`config.mk`:
```
export PLATFORM = sky130hd
export DESIGN_NAME = draw_arbiter
export DESIGN_NICKNAME = d
export VERILOG_FILES = /design/src/rtl/draw_arb_pkg.sv /design/src/rtl/draw_arbiter_rr_picker.sv /design/src/rtl/draw_arbiter.sv
export SDC_FILE = /design/constraint.sdc
export NUM_CORES = 1
export LEC_CHECK = 0
export CORE_MARGIN = 4
export CORE_UTILIZATION = 40
export CTS_CLUSTER_DIAMETER = 40
export DETAILED_ROUTE_END_ITERATION = 6
export PLACE_DENSITY = 0.72
export SLEW_MARGIN = 30
export SYNTH_ARGS = -nofsm -noshare
export SYNTH_HDL_FRONTEND = slang
export SYNTH_SLANG_ARGS = --single-unit
```
`constraint.sdc`:
```
create_clock -name clk -period 7.1 [get_ports clk]
set_input_delay 1.065 -clock clk [delete_from_list [all_inputs] [get_ports clk]]
set_output_delay 1.065 -clock clk [all_outputs]
set_load 0.005 [all_outputs]
```
`src/rtl/draw_arb_pkg.sv`:
```
// rtl/draw_arb_pkg.sv - shared constants for the draw engine arbiter
package draw_arb_pkg;

    localparam int DEF_N_REQ          = 4;
    localparam int DEF_XW             = 8;
    localparam int DEF_YW             = 7;
    localparam int DEF_CW             = 3;
    localparam int DEF_TIMEOUT_CYCLES = 65535;

    localparam int ST_W = 3;

    localparam logic [ST_W-1:0] IDLE    = 3'd0;
    localparam logic [ST_W-1:0] LAUNCH  = 3'd1;
    localparam logic [ST_W-1:0] RELEASE = 3'd2;
    localparam logic [ST_W-1:0] ACK     = 3'd3;
    localparam logic [ST_W-1:0] ABORT   = 3'd4;

endpackage

```
`src/rtl/draw_arbiter_rr_picker.sv`:
```
// rtl/draw_arbiter_rr_picker.sv - combinational round-robin winner select
module rr_picker #(
    parameter int N_REQ = 4,
    parameter int IW    = 2
) (
    input  logic [N_REQ-1:0] req,
    input  logic [IW-1:0]    rr_ptr,
    output logic [N_REQ-1:0] winner,
    output logic [IW-1:0]    winner_idx,
    output logic             any
);

    // Scan from rr_ptr upward, wrapping, and keep the first set request.
    always_comb begin : pick
        int idx;
        idx        = 0;
        winner     = '0;
        winner_idx = '0;
        any        = 1'b0;
        for (int off = 0; off < N_REQ; off++) begin
            idx = int'(rr_ptr) + off;
            if (idx >= N_REQ) begin
                idx = idx - N_REQ;
            end
            if (!any && req[idx]) begin
                any         = 1'b1;
                winner[idx] = 1'b1;
                winner_idx  = IW'(idx);
            end
        end
    end

endmodule

```
`src/rtl/draw_arbiter.sv`:
```
// rtl/draw_arbiter.sv - round-robin sharing of the draw engine; watchdog under DRAW_ARB_TIMEOUT_EN
module draw_arbiter
    import draw_arb_pkg::*;
#(
    parameter int N_REQ          = DEF_N_REQ,
    parameter int XW             = DEF_XW,
    parameter int YW             = DEF_YW,
    parameter int CW             = DEF_CW,
    parameter int TIMEOUT_CYCLES = DEF_TIMEOUT_CYCLES
) (
    input  logic                clk,
    input  logic                rst,
    input  logic [N_REQ-1:0]    req,
    input  logic [N_REQ*XW-1:0] req_x,
    input  logic [N_REQ*YW-1:0] req_y,
    input  logic [N_REQ*CW-1:0] req_colour,
    output logic [N_REQ-1:0]    ack,
    output logic [N_REQ-1:0]    grant,
    output logic                busy,
    output logic                eng_go,
    output logic [XW-1:0]       eng_x,
    output logic [YW-1:0]       eng_y,
    output logic [CW-1:0]       eng_colour,
    input  logic                eng_done,
    output logic                err
);

    localparam int IW = $clog2(N_REQ);

    logic [ST_W-1:0]  state_q, state_d;
    logic [N_REQ-1:0] grant_q, grant_d;
    logic [IW-1:0]    grant_idx_q, grant_idx_d;
    logic [N_REQ-1:0] ack_q, ack_d;
    logic [IW-1:0]    rr_ptr_q, rr_ptr_d;
    logic             busy_q, busy_d;
    logic             eng_go_q, eng_go_d;
    logic [XW-1:0]    eng_x_q, eng_x_d;
    logic [YW-1:0]    eng_y_q, eng_y_d;
    logic [CW-1:0]    eng_colour_q, eng_colour_d;

`ifdef DRAW_ARB_TIMEOUT_EN
    localparam int CNT_W = $clog2(TIMEOUT_CYCLES + 1);
    logic [CNT_W-1:0] cnt_q, cnt_d;
    logic             err_q, err_d;
    logic             timeout;
    assign timeout = (cnt_q == CNT_W'(TIMEOUT_CYCLES - 1));
`endif

    logic [N_REQ-1:0] pick_winner;
    logic [IW-1:0]    pick_idx;
    logic             pick_any;

    rr_picker #(
        .N_REQ (N_REQ),
        .IW    (IW)
    ) u_picker (
        .req        (req),
        .rr_ptr     (rr_ptr_q),
        .winner     (pick_winner),
        .winner_idx (pick_idx),
        .any        (pick_any)
    );

    // Transaction sequencer: grant and latch, go/done handshake, then one-cycle ack.
    always_comb begin
        state_d      = state_q;
        grant_d      = grant_q;
        grant_idx_d  = grant_idx_q;
        ack_d        = '0;
        rr_ptr_d     = rr_ptr_q;
        eng_go_d     = eng_go_q;
        eng_x_d      = eng_x_q;
        eng_y_d      = eng_y_q;
        eng_colour_d = eng_colour_q;
`ifdef DRAW_ARB_TIMEOUT_EN
        err_d        = err_q;
`endif
        case (state_q)
            IDLE: begin
                if (pick_any) begin
                    state_d      = LAUNCH;
                    grant_d      = pick_winner;
                    grant_idx_d  = pick_idx;
                    eng_go_d     = 1'b1;
                    eng_x_d      = req_x[pick_idx*XW +: XW];
                    eng_y_d      = req_y[pick_idx*YW +: YW];
                    eng_colour_d = req_colour[pick_idx*CW +: CW];
                end
            end
            LAUNCH: begin
                if (eng_done) begin
                    state_d  = RELEASE;
                    eng_go_d = 1'b0;
                end
`ifdef DRAW_ARB_TIMEOUT_EN
                else if (timeout) begin
                    state_d  = ABORT;
                    eng_go_d = 1'b0;
                    err_d    = 1'b1;
                end
`endif
            end
            RELEASE: begin
                if (!eng_done) begin
                    state_d = ACK;
                    ack_d   = grant_q;
                end
`ifdef DRAW_ARB_TIMEOUT_EN
                else if (timeout) begin
                    state_d = ABORT;
                    err_d   = 1'b1;
                end
`endif
            end
`ifdef DRAW_ARB_TIMEOUT_EN
            // The requester is still released after a hung engine.
            ABORT: begin
                state_d = ACK;
                ack_d   = grant_q;
            end
`endif
            ACK: begin
                state_d  = IDLE;
                grant_d  = '0;
                rr_ptr_d = (grant_idx_q == IW'(N_REQ - 1)) ? '0 : grant_idx_q + 1'b1;
            end
            default: begin
                state_d  = IDLE;
                grant_d  = '0;
                eng_go_d = 1'b0;
            end
        endcase
        busy_d = (state_d != IDLE);
    end

`ifdef DRAW_ARB_TIMEOUT_EN
    // Watchdog counts time spent in one handshake state; any state change restarts it.
    always_comb begin
        cnt_d = '0;
        if ((state_d == state_q) && ((state_q == LAUNCH) || (state_q == RELEASE))) begin
            cnt_d = cnt_q + 1'b1;
        end
    end

    // Watchdog registers.
    always_ff @(posedge clk or posedge rst) begin
        if (rst) begin
            cnt_q <= '0;
            err_q <= 1'b0;
        end else begin
            cnt_q <= cnt_d;
            err_q <= err_d;
        end
    end

    assign err = err_q;
`else
    // No watchdog: the comparison is constant false, so err is tied low.
    assign err = (TIMEOUT_CYCLES < 0);
`endif

    // State and output registers; reset drops eng_go without waiting for a clock.
    always_ff @(posedge clk or posedge rst) begin
        if (rst) begin
            state_q      <= IDLE;
            grant_q      <= '0;
            grant_idx_q  <= '0;
            ack_q        <= '0;
            rr_ptr_q     <= '0;
            busy_q       <= 1'b0;
            eng_go_q     <= 1'b0;
            eng_x_q      <= '0;
            eng_y_q      <= '0;
            eng_colour_q <= '0;
        end else begin
            state_q      <= state_d;
            grant_q      <= grant_d;
            grant_idx_q  <= grant_idx_d;
            ack_q        <= ack_d;
            rr_ptr_q     <= rr_ptr_d;
            busy_q       <= busy_d;
            eng_go_q     <= eng_go_d;
            eng_x_q      <= eng_x_d;
            eng_y_q      <= eng_y_d;
            eng_colour_q <= eng_colour_d;
        end
    end

    assign ack        = ack_q;
    assign grant      = grant_q;
    assign busy       = busy_q;
    assign eng_go     = eng_go_q;
    assign eng_x      = eng_x_q;
    assign eng_y      = eng_y_q;
    assign eng_colour = eng_colour_q;

endmodule
```
Word level (Yosys, flattened, before mapping)
Cells that the tools add are included.
Widths: inputs -> output; s select.
{"block": "word_totals", "word_cells": 111, "regBits": 35, "out_inout_bits": 29}
{"block": "op_classes", "n_mux": 48, "n_addsub": 8, "n_shift": 3, "bitwise": 5, "n_eq_ne": 6, "n_lt_le_gt_ge": 12, "multipliers": 2, "reduce_logical": 17}
{"op": "$ge 32x1->1 const B", "count": 4}
{"op": "$lt 32x4->1 const B", "count": 4}
{"op": "$mux 32", "count": 4}
{"op": "$ge 32x4->1 const B", "count": 3}
{"op": "$sub 32x4->32 const B", "count": 3}
{"op": "$shiftx 32x6->8", "count": 1}
{"op": "$mux 4", "count": 7}
{"op": "$shiftx 28x6->7", "count": 1}
{"op": "$mux 1", "count": 18}
{"op": "$or 4x4->4", "count": 3}
{"op": "$shiftx 12x5->3", "count": 1}
{"op": "$mux 2", "count": 5}
{"op": "$mux 3", "count": 3}
{"op": "$pmux 3 s3", "count": 1}
{"op": "$bmux 1 s2", "count": 4}
{"op": "$demux 1 s2", "count": 4}
{"op": "$pmux 4 s2", "count": 1}
{"op": "$logic_and 1x1->1", "count": 7}
{"op": "$add 2x2->3 const B", "count": 2}
{"op": "$eq 3x2->1 const B", "count": 2}
{"op": "$mul 2x3->5 const B", "count": 1}
{"op": "$mul 2x2->4 const B", "count": 1}
{"op": "$ne 2x2->1 const B", "count": 2}
{"op": "$reduce_and 2->1", "count": 2}
{"op": "other kinds (13)", "count": 17}

Depth between registers and ports, before layout
Gate-level depths: netlist of run 1.
{"block": "logic_depth", "ltp_word": 18, "mapped_depth": 11, "mapped_depth_nobuf": 8}

By module
From an unflattened synthesis of run 1, not the netlist that was laid out.
{"block": "hier_totals", "hier_cells": 180, "hier_area_um2": 2421.1}
{"module": "draw_arbiter", "n_inst": 1, "cells_each": 132, "area_each_um2": 1960.6, "seq_area_each_um2": 875.8}
{"module": "rr_picker", "n_inst": 1, "cells_each": 48, "area_each_um2": 460.4, "seq_area_each_um2": 0.0}

Worst setup path before layout of run 1
OpenSTA, ideal clock, no wires.
{"block": "synth_timing", "kind": "input port to flip-flop", "startpoint": "input port req[2]", "endpoint": "register eng_y_q[3] (netlist: eng_y[3])", "arrival_time_ps": 2692, "setup_ps": 121, "path_slack_ps": 4287, "required_time_ps": 6979, "path_stages": 9, "cell_sequence": "buf_2 > mux4_2 > nand2b_4 > a21o_1 > buf_4 > buf_2 > a21oi_1 > o32ai_1 > a22o_1"}
{"block": "synth_via", "elab_chain_cells": 15, "word_cells_on_any_way": 29, "cone_classes": "mul: 1; shift: 1; mux: 20; reduce/logical: 7"}
{"element": "start, declared", "line": "draw_arbiter.sv:13", "source": "input logic [N_REQ-1:0] req,"}
{"element": "$bmux 1 s2", "line": "draw_arbiter_rr_picker.sv:25", "source": "if (!any && req[idx]) begin"}
{"element": "$mux 1 (not written as such) (2 in a row)", "line": "draw_arbiter_rr_picker.sv:25"}
{"element": "$mux 1", "line": "draw_arbiter_rr_picker.sv:25"}
{"element": "$logic_not 1->1", "line": "draw_arbiter_rr_picker.sv:25"}
{"element": "$logic_and 1x1->1", "line": "draw_arbiter_rr_picker.sv:25"}
{"element": "$mux 1", "line": "draw_arbiter_rr_picker.sv:25"}
{"element": "$logic_not 1->1", "line": "draw_arbiter_rr_picker.sv:25"}
{"element": "$logic_and 1x1->1", "line": "draw_arbiter_rr_picker.sv:25"}
{"element": "$mux 1", "line": "draw_arbiter_rr_picker.sv:25"}
{"element": "$logic_not 1->1", "line": "draw_arbiter_rr_picker.sv:25"}
{"element": "$logic_and 1x1->1", "line": "draw_arbiter_rr_picker.sv:25"}
{"element": "$mux 2", "line": "draw_arbiter_rr_picker.sv:25"}
{"element": "$mul 2x3->5", "line": "draw_arbiter.sv:86", "source": "eng_y_d = req_y[pick_idx*YW +: YW];"}
{"element": "$shiftx 28x6->7", "line": "draw_arbiter.sv:86"}
{"element": "end signal, assigned", "line": "draw_arbiter.sv:184", "source": "eng_y_q <= eng_y_d;"}
{"element": "end, declared", "line": "draw_arbiter.sv:38", "source": "logic [YW-1:0] eng_y_q, eng_y_d;"}
Parallel ways exist; a longest one is shown, timed or not. The select of a mux whose other input is x is not followed.
A chain may end at the register's enable or synchronous reset.

Final worst setup path of run 1
{"block": "layout_timing", "startpoint": "register rr_ptr_q[0]", "endpoint": "register eng_x_q[7] (netlist: eng_x[7])"}
{"block": "layout_via", "elab_chain_cells": 16, "word_cells_on_any_way": 43, "cone_classes": "add/sub: 7; order compare: 4; shift: 1; mux: 24; reduce/logical: 7"}
{"element": "start, declared", "line": "draw_arbiter.sv:34", "source": "logic [IW-1:0] rr_ptr_q, rr_ptr_d;"}
{"element": "start signal, assigned", "line": "draw_arbiter.sv:180", "source": "rr_ptr_q <= rr_ptr_d;"}
{"element": "branches (longest 16 deep; another with $sub 32x4->32)"}
{"element": "end signal, assigned", "line": "draw_arbiter.sv:183", "source": "eng_x_q <= eng_x_d;"}
{"element": "end, declared", "line": "draw_arbiter.sv:37", "source": "logic [XW-1:0] eng_x_q, eng_x_d;"}
Parallel ways; which one is timed is not known. The select of a mux whose other input is x is not followed.

==> metrics list, run 1 <==
- Outcome: completed
- Width of the chip: a little under 90 um
- For this run the aggregate overflow at the end of global routing stands at 0.
* Slew @ Worst Pin: 0.675 ns
* Antenna Cells: 0
- The number of different library cells used by synthesis comes to a little over 40.
* Shortest clock period the worst path allows after layout: ~3.6 ns
* Highest ir drop seen on vdd: 0.240 mV
* Commonest cells after routing, fill and taps aside: sky130_fd_sc_hd__clkdlybuf4s50_1, sky130_fd_sc_hd__a21oi_1, sky130_fd_sc_hd__dfrtp_1
- Startpoint Class: flop
- After technology mapping, the gate count stands at between 200 and 300.
* Number of buffers inserted by post-CTS setup repair: 0
* Setup-violating endpoint count in the final report: 0
* Total routing usage reported by global routing: between 20% and 30%
- The via count of the first global-routing pass came to 2674.
- For the worst-skew pair, the clock arrives at the later sink with an insertion delay of between 0.2 and 0.3 ns.
- For this run, the number of standard cells in the final layout without fillers is roughly 460.
* Clock tree root buffer cell: sky130_fd_sc_hd__clkbuf_8
- In this run, the number of DRC markers left after iteration 0 of detailed routing was 108.
* Fraction of the yosys area taken by sequential cells: between 30 and 40%
- Critical path class: reg -> reg
* Final routed DRC violation total: 0
* TritonCTS clock tree: built
* Final Slew Violations: 0
- The first global-routing pass estimated between 10 and 15 mm of wire.
- Fmax: about 0.28 GHz
- Clk buf depth: 2
- Fraction of final layout cells sized beyond drive strength 1: under 10%
- Final period utilization: between 50% and 60%
- The clock tree synthesis step divided the H-tree into 2 levels.
- In this run the static leakage power is between 1.5 and 2 nW.
* Hold-fix buffers, CTS: 0
- The initial antenna violation count came to 0.
- Largest net degree at the start of global routing: between 50 and 60
* MaxCap Viol Count: 0
- Synthesis Warnings: 0
- PD cells: around 400 nW/um^2
- Hpwl dp: ~5.5 mm
- Worst path slowest cell: sky130_fd_sc_hd__dfrtp_1
- Vias after detailed routing: approximately 2.7k
* DRT antenna net count: 0
- Routed wire per std cell: approximately 17 um
* Number of placement rows: 29
* # placed instances: around 460
- The die covers about 7900 sq um.
- The die is between 80 and 90 um tall.
- In the final design database the tool counted 470 nets.
* CTS buffer count: 5
* Worst hold path type: reg -> reg
- Final hold slack: a little under 0.5 ns
- Fraction of registers with async set/reset: 100%
* Drt pass-1 iters: 4
- Walking the worst path, the cells encountered are inv_1 -> ha_1 -> mux4_2 -> nand2b_4 -> nand2_2 -> a21oi_1 -> o32ai_1 -> a22o_1.
* Initial Utilization: 41.4%
- Final worst clock skew: between 0.003 and 0.004 ns
* # IOs: about 110
- # resized after CTS: 0
* Drt via density: 5.89
- Measured against its own limit, the worst slew margin works out to around 55%.
* Critical Path RT: between 7 and 8 ns
- Critical path data arrival time: approximately 3.8 ns
* Number of storage elements in the synthesis netlist: 35
* Count of clock tree sinks: 35
* Commonest non-fill, non-tap cell in the layout: sky130_fd_sc_hd__clkdlybuf4s50_1
- In the synthesized netlist the dominant register cell turns out to be sky130_fd_sc_hd__dfrtp_1.
- Critical path peak fanout: 35
- Area Growth Syn to Fin: 44.9%
* Placeable core area: 6350 sq um
- Counting flops with a built-in enable in the synthesized netlist gives 0.
- Placer Congestion: about 0.8
- Setup repair after global routing missed its margin: false
- In this run the tool buffered the top-level ports with between 100 and 150 buffer cells.
* Post-Syn Area per Cell: about 9 sq um
* Delay contributed by the slowest stage of the critical path: 0.78 ns
- After clock tree synthesis, the clock-pin slew on the worst setup and hold paths is about 0.070 ns.
- Adding up every negative setup slack in the final design gives 0 ns.
- Routed Wire Length: between 7 and 8 mm
- The final number of hold-violating endpoints came to 0.
- Worst Setup End Kind: flop
- The synthesized netlist occupies a cell area of ~2600 sq um.
## per-stage QoR
step / setup WS [ns] / power, mW / cell area, sq um / utilization [%]
after floorplan: 4.29 / 1.01 / 2630 / -
after global routing: 3.20 / 1.62 / 3800 / 59.9
after detailed placement: 3.35 / 1.28 / 3670 / 57.8
after global placement: 3.09 / 1.25 / 3660 / 57.7
after CTS: 3.51 / 1.50 / 3800 / 59.9
final: 3.49 / 1.50 / 3800 / 59.9
## metal layers
metal / wire length (um) / track usage, %
met3: 751 / 7.37
met5: 0 / 0
met1: 3180 / 25.4
met4: 227 / 9.07
met2: 3630 / 32.2
## critical path: cells and delay by family, from the launching register on
kind / cells / cell delay, ns
compound gates: 3 / 0.63
fa+ha+maj: 1 / 0.48
flops: 1 / 0.78
mux: 1 / 0.66
buf+inv: 1 / 0.28
simple gates: 2 / 0.71
## cells by family (layout without fill, tap and decap cells)
family | count (synthesis) | in the layout | synth area share [%]
buffers and inverters | 34 | 121 | 6.57
adders and majority gates | 6 | 6 | 2.86
DFF | 35 | 35 | 33.3
muxes | 28 | 28 | 12.3
other | 1 | 2 | 0.143
and+or+nand+nor | 53 | 53 | 10.1
AOI/OAI and AO/OA | 141 | 141 | 34.6
## cells in the mapped netlist, types with 4 or more instances
master                     count  share of area, %
sky130_fd_sc_hd__a21oi_1      60                11
sky130_fd_sc_hd__dfrtp_1      35                33
sky130_fd_sc_hd__nor2_1       28               4.0
sky130_fd_sc_hd__o21ai_0      23               4.4
sky130_fd_sc_hd__mux2i_1      20               7.6
sky130_fd_sc_hd__a22o_1       17               5.7
sky130_fd_sc_hd__o32ai_1      17               5.7
sky130_fd_sc_hd__buf_2        12               2.3
sky130_fd_sc_hd__clkbuf_1     12               1.7
sky130_fd_sc_hd__a22oi_1       8               2.3
sky130_fd_sc_hd__ha_1          6               2.9
sky130_fd_sc_hd__nand2_1       6              0.86
sky130_fd_sc_hd__mux2_2        5               2.1
sky130_fd_sc_hd__and2_1        4              0.95
sky130_fd_sc_hd__buf_4         4               1.1
sky130_fd_sc_hd__inv_1         4              0.57
## sequential cells by signal, indices dropped and copies added, names as in the netlist, 2 cells and up
register	flops
eng_x	8
eng_y	7
ack	4
grant	4
eng_colour	3
state_q	3
grant_idx_q	2
rr_ptr_q	2
## report_power, final
part | switching (mW) | internal (mW)
Combinational | 0.478 | 0.462
Clock | 0.0762 | 0.140
Sequential | 0.0712 | 0.270
Total | 0.625 | 0.872
## area by class of cell
cell class,count,area (sq um)
Multi-Input combinational cell,230,1600
Tap cell,77,96.3
Clock buffer,6,72.6
Fill cell,543,2540
Timing Repair Buffer,109,1080
Clock inverter,2,60.1
Inverter,4,15.0
Sequential cell,35,876
## final timing paths
check / cells after the start / start / slack [ns] / endpoint
worst min register to register: 2 / grant_idx_q[1]$_DFFE_PP0P_ / 0.49 / grant_idx_q[1]$_DFFE_PP0P_
worst max register to register: 8 / rr_ptr_q[0]$_DFFE_PP0P_ / 3.49 / eng_x[7]$_DFFE_PP0P_
min in group asynchronous: 3 / rst / 1.19 / state_q[1]$_DFF_PP0_
worst max-delay path: 8 / rr_ptr_q[0]$_DFFE_PP0P_ / 3.49 / eng_x[7]$_DFFE_PP0P_
max in group asynchronous: 3 / rst / 5.59 / eng_colour[1]$_DFFE_PP0P_
worst min-delay path: 2 / grant_idx_q[1]$_DFFE_PP0P_ / 0.49 / grant_idx_q[1]$_DFFE_PP0P_
No activity file was read; power rests on OpenSTA's default activity.
==> run 2, diff against run 1 <==
Clock period 7.1 ns to 3.6 ns, I/O delays scaled along.
==> run 2 against run 1 <==
  * Global-route usage down 0.80 points
  * Largest cell class unchanged
  * Clock skew about the same
  * Sequential power up 83%
==> metrics list, run 2 (same netlist as run 1, synthesis figures left out) <==
- Skew-Pair Late Insertion Delay: around 0.28 ns
- Area Growth Syn to Fin: 44.8%
- In the layout the commonest cells are sky130_fd_sc_hd__clkdlybuf4s50_1, sky130_fd_sc_hd__a21oi_1, sky130_fd_sc_hd__dfrtp_1.
- Headroom to the max-slew limit: between 50% and 60%
- Input and output buffers added on the ports amount to roughly 110.
* H-tree levels: 2
* Final worst clock skew: between 0.003 and 0.004 ns
- MaxCap Viol Count: 0
* Vias after detailed routing: ~2.7k
* Hold-fix buffers, CTS: 0
* Post-route setup slack: about 0.76 ns
- Initial Utilization: 41.4%
* Reg2reg start: rr_ptr_q[0]$_DFFE_PP0P_
- The initial antenna violation count is 0.
* Final hold slack: roughly 0.5 ns
* Count of clock tree sinks: 35
- Critical Path RT: about 3.8 ns
- Filler Cells Inserted: roughly 540
- Placer Congestion: around 0.83
- Clock-pin slew was measured on the worst setup and hold paths at roughly 0.070 ns.
* Internal reg-to-reg setup slack: 0.78 ns
- Measured on the finished design, the core utilization comes to 59.9%.
- Dividing the detail-routed wire length by the instance count gives 16.7 um.
* # resized after CTS: 0
* Depth of the worst register-to-register path: 8
- Total global routing overflow: 0
- The most critical setup path has its startpoint at req[3].
* Final Hold Viols: 0
- In this run the worst path has a maximum fanout of 35.
- TritonCTS clock tree: built
* DRT antenna net count: 0
* DIE AREA: 7930 sq um
* Worst hold path stage count: 1
* Total routing usage reported by global routing: roughly 20%
* Vias in the first global route: 2627
- Data on the critical path arrives at its endpoint at between 3 and 4 ns.
- The flow ran to the end, and the final reports show no timing, DRC or antenna violations.
- Setup TNS: 0 ns
- The worst setup path is launched from an input pin.
- Number of buffers inserted by post-CTS setup repair: 0
- Timing would allow up to between 0.3 and 0.4 GHz.
- Shortest clock period the worst path allows after layout: 2.84 ns
- The post-route netlist has just under 8% of its cells at a drive strength greater than 1.
- Final Slew Violations: 0
- IR analysis of the VDD net gives a maximum drop of around 0.34 mV.
- Once detailed placement completed, the half-perimeter wirelength came to about 5.6 mm.
- Setup repair after global routing left no endpoint under its margin.
- In the routed layout, each cell is associated on average with a via count of 5.79.
- Entering global routing, the biggest net connects 45 pins.
- Setup-violating endpoint count in the final report: 0
- The critical path in this run is classified as in -> reg.
- The first routing iteration left 93 violations.
- The final layout contains routed wiring with a total length of about 7.8 mm.
- Worst Setup End Kind: flop
- PD cells: 749 nW/um^2
- Clock tree root buffer cell: sky130_fd_sc_hd__clkbuf_8
* # IOs: approximately 110
- Number of placement rows: 29
- Following the worst setup path forward leads to its endpoint at eng_x[1]$_DFFE_PP0P_.
* Placeable core area: about 6300 sq um
* Slew @ Worst Pin: about 0.62 ns
- After layout, the worst path uses 78.9% of the clock period.
- OpenSTA, run right after detailed placement, puts the worst setup slack at roughly 0.48 ns.
* Final routed DRC violation total: 0
- First-pass GRT wire length: roughly 12 mm
- Die H: approximately 90 um
- Post-layout nets: ~480
- Clock tree synthesis inserted a total of 5 buffers.
- Leaving out fill and tap cells, the most frequent cell in the layout is sky130_fd_sc_hd__clkdlybuf4s50_1.
- The clock passes through at most 2 buffers.
- The analysis attributes to cell leakage a power of between 1.5 and 2 nW.
- The worst register-to-register path ends at eng_x[5]$_DFFE_PP0P_.
- The register with the most flip-flops in the layout has 8 of them.
- The worst hold path belongs to the class reg -> reg.
- The pre-antenna-repair detailed-routing pass consisted of 4 iterations.
* Width of the chip: between 80 and 90 um
* Antenna Cells: 0
run 2: worst min path at each step:
stage | slack, ns | to | startpoint
after floorplan | 0.45 | grant_idx_q[1]$_DFFE_PP0P_ | grant_idx_q[1]$_DFFE_PP0P_
after CTS | 0.50 | grant_idx_q[1]$_DFFE_PP0P_ | grant_idx_q[1]$_DFFE_PP0P_
final | 0.50 | rr_ptr_q[0]$_DFFE_PP0P_ | grant_idx_q[0]$_DFFE_PP0P_
after global routing | 0.52 | eng_colour[0]$_DFFE_PP0P_ | eng_colour[0]$_DFFE_PP0P_
after global placement | 0.47 | grant_idx_q[1]$_DFFE_PP0P_ | grant_idx_q[1]$_DFFE_PP0P_
after detailed placement | 0.48 | grant_idx_q[1]$_DFFE_PP0P_ | grant_idx_q[1]$_DFFE_PP0P_
run 2: power by group:
| part | leakage [nW] | internal, mW | switching, mW |
|---|---|---|---|
| Combinational | 1.08 | 0.947 | 0.989 |
| Sequential | 0.445 | 0.533 | 0.0909 |
| Clock | 0.0470 | 0.150 | 0.138 |
| Total | 1.58 | 1.63 | 1.22 |
run 2: routing by layer:
metal,up-vias,share of wire (%),track usage (%)
li1,1307,-,-
met1,1262,39,23.2
met2,125,49,33.5
met3,8,11,7.47
met4,0,1.1,5.95
met5,-,0,0
run 2: worst max-delay path: stages:
cell and delay, ns:
sky130_fd_sc_hd__clkdlybuf4s50_1 0.59, sky130_fd_sc_hd__mux4_2 0.62, sky130_fd_sc_hd__nand2b_4 0.12, sky130_fd_sc_hd__a21o_2 0.54
sky130_fd_sc_hd__a21oi_1 0.16, sky130_fd_sc_hd__o32ai_1 0.31, sky130_fd_sc_hd__a22o_1 0.17
run 2: stage by stage:
step | cell area [sq um] | instances | power, mW
after floorplan | 2630 | 299 | 1.99
after global placement | 3710 | 460 | 2.51
after detailed placement | 3710 | 460 | 2.56
after CTS | 3800 | 467 | 2.87
after global routing | 3800 | 467 | 3.09
final | 3800 | 467 | 2.85
run 2: cell type report:
| type | instances | area (sq um) | area share (%) |
|---|---|---|---|
| clock inverters | 1 | 5.00 | 0.132 |
| repair buffers | 114 | 1130 | 29.8 |
| well taps | 77 | 96.3 | 2.53 |
| clock buffers | 6 | 82.6 | 2.17 |
| multi-input cells | 230 | 1590 | 41.9 |
| inverters | 4 | 15.0 | 0.395 |
| flip-flops and latches | 35 | 876 | 23.0 |
==> run 3, diff against run 2 <==
Clock period 3.6 ns to 2.9 ns, I/O delays scaled along.
==> run 3 against run 2 <==
  * Clock power up 84%
  * Non-clock buffer count up 6
  * First-iteration DRC count down 25%
  * Flip-flop and latch count unchanged
  * Critical path depth up 2
  * Design area up 3.3%
  * Clock skew up 0.0066 ns
  * Hold slack worse by 0.0040 ns
  * Largest cell class unchanged
==> metrics list, run 3 (same netlist as run 1, synthesis figures left out) <==
- In the final timing run, aggregate negative setup slack is 0 ns.
* Endpoint of the worst hold-timing path: eng_x[3]$_DFFE_PP0P_
* Area Growth Syn to Fin: 49.6%
- Buffers placed on the I/O ports in this run total 106.
* Drt pass-1 iters: 7
- Number of non-filler instances in the completed layout: between 400 and 500
* Filler Cells Inserted: 542
* H-tree levels: 2
- The die covers 7930 sq um.
- After the first detailed-routing iteration, the DRC count stood at 70.
- Worst hold path type: reg -> reg
* Crit Reg-Reg Endpoint: eng_y[3]$_DFFE_PP0P_
- The library cells used most frequently in the layout, excluding fill and tap cells, are sky130_fd_sc_hd__clkdlybuf4s50_1, sky130_fd_sc_hd__a21oi_1, sky130_fd_sc_hd__dfrtp_1.
- The number of antenna diodes in the final layout is 0.
- Clock tree root buffer cell: sky130_fd_sc_hd__clkbuf_8
- For this run the aggregate overflow at the end of global routing stands at 0.
- The final number of hold-violating endpoints is 0.
- The die is just under 90 um wide.
- The worst path in the final design needs a cycle of between 2 and 3 ns, including I/O delays and setup.
* Final period utilization: between 80 and 90%
* Routed Wire Length: a little under 8 mm
- First-pass GRT wire length: 12.7 mm
- # IOs: 108
- For this run, the post-layout net count is slightly below 500.
- In this run the most critical hold path is launched from eng_x[3]$_DFFE_PP0P_.
* Critical path peak fanout: 35
- Critical path data arrival time: about 2.8 ns
* Static Leak: 1.64 nW
- Fmax: around 0.38 GHz
- IR analysis of the VDD net gives a maximum drop of 0.661 mV.
* Routed wire per std cell: 16.5 um
* Count of clock tree sinks: 35
- STA classifies the critical path startpoint as a flop.
- Setup slack closes at between 0.2 and 0.3 ns.
- Reg2reg start: rr_ptr_q[0]$_DFFE_PP0P_
- Vias after detailed routing: between 2k and 3k
- Across every metal layer, demand over resource in global routing totals between 20% and 30%.
* Critical path class: reg -> reg
- Cell area after layout: 3930 sq um
- Largest net degree at the start of global routing: 45
- Clock-pin slew of the registers on the worst-case setup and hold paths: approximately 0.07 ns
- The worst setup path is captured at a flop.
- CTS buffer count: 5
- # placed instances: 466
* Hpwl dp: ~5.6 mm
* Depth of the worst register-to-register path: 9
- The via count of the first global-routing pass came to ~2.7k.
* Final worst clock skew: ~0.010 ns
- The register with the most flip-flops in the layout has 8 of them.
- The initial antenna violation count was 0.
- The number of setup buffers added after CTS is 0.
- Commonest non-fill, non-tap cell in the layout: sky130_fd_sc_hd__clkdlybuf4s50_1
- The floorplan has 29 rows.
- DRT antenna net count: 0
- Counting instances, the worst hold path has a depth of 2.
- The run finished with clean final reports.
- Power spread over the standard cell area amounts to approximately 970 nW/um^2.
- Internal reg-to-reg setup slack: around 0.29 ns
* Slew @ Worst Pin: between 0.6 and 0.7 ns
- MaxCap Viol Count: 0
- Total power: around 3.8 mW
- Clk buf depth: 2
* Final routed DRC violation total: 0
* Setup-violating endpoint count in the final report: 0
- The total area inside the core boundary comes to about 6300 sq um.
- In this run the tightest slew margin relative to its limit is 55.4%.
* Drt via density: ~5.8
- Initial Utilization: between 40% and 50%
- Setup repair after global routing missed its margin: false
- Hold-fix buffers, CTS: 0
- Final Slew Violations: 0
* TritonCTS clock tree: built
- # resized after CTS: 0
* Die H: ~89 um
- Placed inst area: 3800 sq um
* Minimum setup slack after placement: a little under 0.08 ns
- Placer Congestion: between 0.8 and 0.9
- Critical Path RT: 3.07 ns
- The clock reaches the later pin of the worst-skew pair after ~0.29 ns.
* Fraction of final layout cells sized beyond drive strength 1: under 10%
[run 3: changes by cell type in the layout (fill, tap and decap cells not counted)]
cell / previous run / this run
sky130_fd_sc_hd__a21o_2: 1 / 0
sky130_fd_sc_hd__buf_12: 1 / 4
sky130_fd_sc_hd__clkbuf_1: 0 / 1
sky130_fd_sc_hd__clkbuf_8: 6 / 5
sky130_fd_sc_hd__clkinv_2: 1 / 0
sky130_fd_sc_hd__bufinv_16: 0 / 2
sky130_fd_sc_hd__buf_4: 7 / 10
sky130_fd_sc_hd__a21o_1: 2 / 3
[run 3: worst max-delay path by stage]
stage,cells past startpoint,start,slack (ns),endpoint
4_1_cts,9,rr_ptr_q[0]$_DFFE_PP0P_,0.29,eng_y[3]$_DFFE_PP0P_
5_1_grt,9,rr_ptr_q[0]$_DFFE_PP0P_,0.15,eng_y[5]$_DFFE_PP0P_
2_1_floorplan,11,rr_ptr_q[0]$_DFFE_PP0P_,0.12,eng_y[3]$_DFFE_PP0P_
3_5_place_dp,8,req[1],0.08,eng_y[0]$_DFFE_PP0P_
6_report,9,rr_ptr_q[0]$_DFFE_PP0P_,0.29,eng_y[3]$_DFFE_PP0P_
3_3_place_gp,8,req[1],0.15,eng_y[3]$_DFFE_PP0P_
[run 3: cell type report]
class / count / area [sq um] / area share, %
multi-input cells: 230 / 1590 / 40.5
well taps: 77 / 96.3 / 2.45
repair buffers: 120 / 1220 / 31.0
inverters: 4 / 15.0 / 0.382
flip-flops and latches: 35 / 876 / 22.3
clock inverters: 2 / 60.1 / 1.53
clock buffers: 6 / 72.6 / 1.85
[run 3: layer usage]
layer  routed length, um  track usage [%]
met5                   0                0
met4                 208             9.07
met3                 762             6.82
met2                3680             33.3
met1                3180             23.9
[run 3: report_power, final]
group	internal (mW)	switching [mW]	leakage [nW]
Sequential	0.662	0.115	0.445
Combinational	1.27	1.24	1.13
Clock	0.344	0.186	0.0654
Total	2.27	1.54	1.64
[run 3: worst max-delay path, stage by stage, from the launching register on]
cell and delay [ns]:
sky130_fd_sc_hd__dfrtp_1 0.35, sky130_fd_sc_hd__inv_1 0.12, sky130_fd_sc_hd__ha_1 0.40, sky130_fd_sc_hd__mux4_2 0.54
sky130_fd_sc_hd__nand2b_4 0.18, sky130_fd_sc_hd__a21o_1 0.15, sky130_fd_sc_hd__buf_4 0.24, sky130_fd_sc_hd__a21oi_1 0.19
sky130_fd_sc_hd__o32ai_1 0.11, sky130_fd_sc_hd__a22o_1 0.21
[run 3: metrics by stage]
step	utilization, %	hold slack, ns
floorplan	-	0.454
global placement	59.8	0.473
detailed placement	59.8	0.481
CTS	61.9	0.499
global route	61.9	0.515
finish	61.9	0.496
==> edit (flow settings as in run 3) <==
Set the package constant `DEF_YW` to 6 (it was 7).
--- a/src/rtl/draw_arb_pkg.sv
+++ b/src/rtl/draw_arb_pkg.sv
@@ -3,7 +3,7 @@
 
     localparam int DEF_N_REQ          = 4;
     localparam int DEF_XW             = 8;
-    localparam int DEF_YW             = 7;
+    localparam int DEF_YW             = 6;
     localparam int DEF_CW             = 3;
     localparam int DEF_TIMEOUT_CYCLES = 65535;
 
Interface: changed (resized eng_y and req_y); port bits go from 108 to 103. No check against the original RTL was run, so the function may have changed too.
==> edit against run 3 <==
- clock power down 32%
- via count down 24%
- final cell count down 14%
- final area down 13%
- critical path depth down 1
- sequential power down 5.0%
- synthesized area down 15%
- sequential cell count down 1
- worst setup slack better by 0.069 ns
- power down 25%
- wire length down 23%
- critical endpoint is now eng_x[4]$_DFFE_PP0P_
- largest cell class unchanged
- highest routed layer unchanged
==> edit: results (changes against run 3) <==
Status
  • Status: complete, no violations (unchanged)

Critical path
  • Critical path arrival: 2.68 ns (was 2.78 ns)
  • Crit Path Max Fanout: 41 (was 35)
  • Setup crit end: eng_x[4]$_DFFE_PP0P_ (was eng_y[3]$_DFFE_PP0P_)
  • Critical R2R Launch: rr_ptr_q[0]$_DFFE_PP0N_ (was rr_ptr_q[0]$_DFFE_PP0P_)
  • R2r setup slk: 0.36 ns (was 0.29 ns)
  • Reg2reg path depth: 8 (was 9)

Detailed routing
  • TritonRoute pass-1 iters: 4 (was 7)
  • Mean routed wirelength per cell: 14.8 um (was 16.5 um)
  • Via density: 5.13 (was 5.77)
  • DRT iter0 DRCs: 70 (unchanged)

Layout
  • Net count, final: 416 (was 481)
  • FILL cells: 469 (was 542)
  • Layout cells sized above 1: 8.31% (was 8.82%)
  • Antenna diode instance count: 0 (unchanged)

Power and ir drop
  • Clock Power Share: 12.7% (was 13.9%)
  • Leakage: 0.00148 uW (was 0.00164 uW)
  • Sw frac: 37.6% (was 40.4%)
  • Peak VDD IR: 0.569 mV (was 0.661 mV)
  • Seq pwr: 738 uW (was 777 uW)

Timing
  • Hold Slack: 0.483 ns (was 0.496 ns)
  • Worst Tran Pin Value: 0.555 ns (was 0.660 ns)
  • Clk_skew: 0.00527 ns (was 0.0102 ns)

Place
  • IO buf count: 101 (was 106)
  • GP Congestion: 0.760 (was 0.833)
  • Detailed placement HPWL: 4580 um (was 5570 um)

Global routing
  • First-pass GRT wire length: 10,200 um (was 12,700 um)
  • Vias in the first global route: 2,115 (was 2,688)
  • All-layer global routing usage: 17.7% (was 20.2%)
  • Pin count of the biggest net entering global routing: 42 (was 45)

Worst hold path
  • Hold_sp: grant_idx_q[1]$_DFFE_PP0P_ (was eng_x[3]$_DFFE_PP0P_)
  • Worst-case hold path end point: grant_idx_q[1]$_DFFE_PP0P_ (was eng_x[3]$_DFFE_PP0P_)
  • Hold depth: 2 (unchanged)

Yosys
  • Seq/Total Area, Yosys: 38.0% (was 33.3%)
  • Commonest cells post-synth: 34 x dfrtp_1, 29 x nand2_1, 28 x mux2i_1 (was 60 x a21oi_1, 35 x dfrtp_1, 28 x nor2_1)
  • Top post-synthesis cells by area: dfrtp_1 38%, mux2i_1 13%, nand2_1 4.9%, o221ai_1 3.9%, mux4_2 3.0% (was dfrtp_1 33%, a21oi_1 11%, mux2i_1 7.6%, a22o_1 5.7%, o32ai_1 5.7%)

CTS
  • Total CTS buffers: 5 (unchanged)
-- edit: changes by cell type after synthesis, moves of 8 or more --
cell	before	now
nand2_1	6	29
inv_1	4	12
a22o_1	17	1
o21ai_0	23	9
nor2_1	28	16
a21oi_1	60	6
o221ai_1	0	10
o32ai_1	17	0
mux2i_1	20	28
-- edit: per-stage QoR --
stage	cell area [um2]	std cells	total power, uW	utilization, %	setup slack, ns
global placement	3330	399	2480	63.2	0.192
finish	3420	407	2850	65.0	0.362
global route	3420	407	3090	65.0	0.190
detailed placement	3330	399	2510	63.2	0.0998
floorplan	2240	236	1940	-	0.359
CTS	3420	407	2880	65.0	0.346
-- edit: area by class of cell --
cell class,instances,area [um2],area share [%]
timing repair buffer,115,1140,33.3
sequential,34,851,24.9
tap,70,87.6,2.56
multi-input combinational,168,1210,35.3
clock inverter,1,5.00,0.146
clock buffer,7,86.3,2.52
inverter,12,45.0,1.32
-- edit: critical path, stage by stage (launching register included) --
cell and delay (ns):
dfrtp_1 0.35, inv_1 0.11, ha_1 0.34, mux4_2 0.59, nor2b_4 0.18, o32a_2 0.19, buf_12 0.24, mux2i_1 0.23
o221ai_1 0.15
-- edit: logic make-up after synthesis --
family,synth area share [%]
simple gates,15.4
compound gates,18.4
flops,38.0
buf+inv,8.37
mux,16.5
fa+ha+maj,2.79
other cells,0.167
xor+xnor,0.391
-- edit: routing by layer --
metal | global-route usage (%) | wire length, um | up-vias
met5 | 0 | 0 | -
met4 | 2.82 | 35 | 0
met3 | 7.03 | 577 | 6
met2 | 30.0 | 2920 | 81
met1 | 21.6 | 2480 | 956
li1 | - | - | 1043
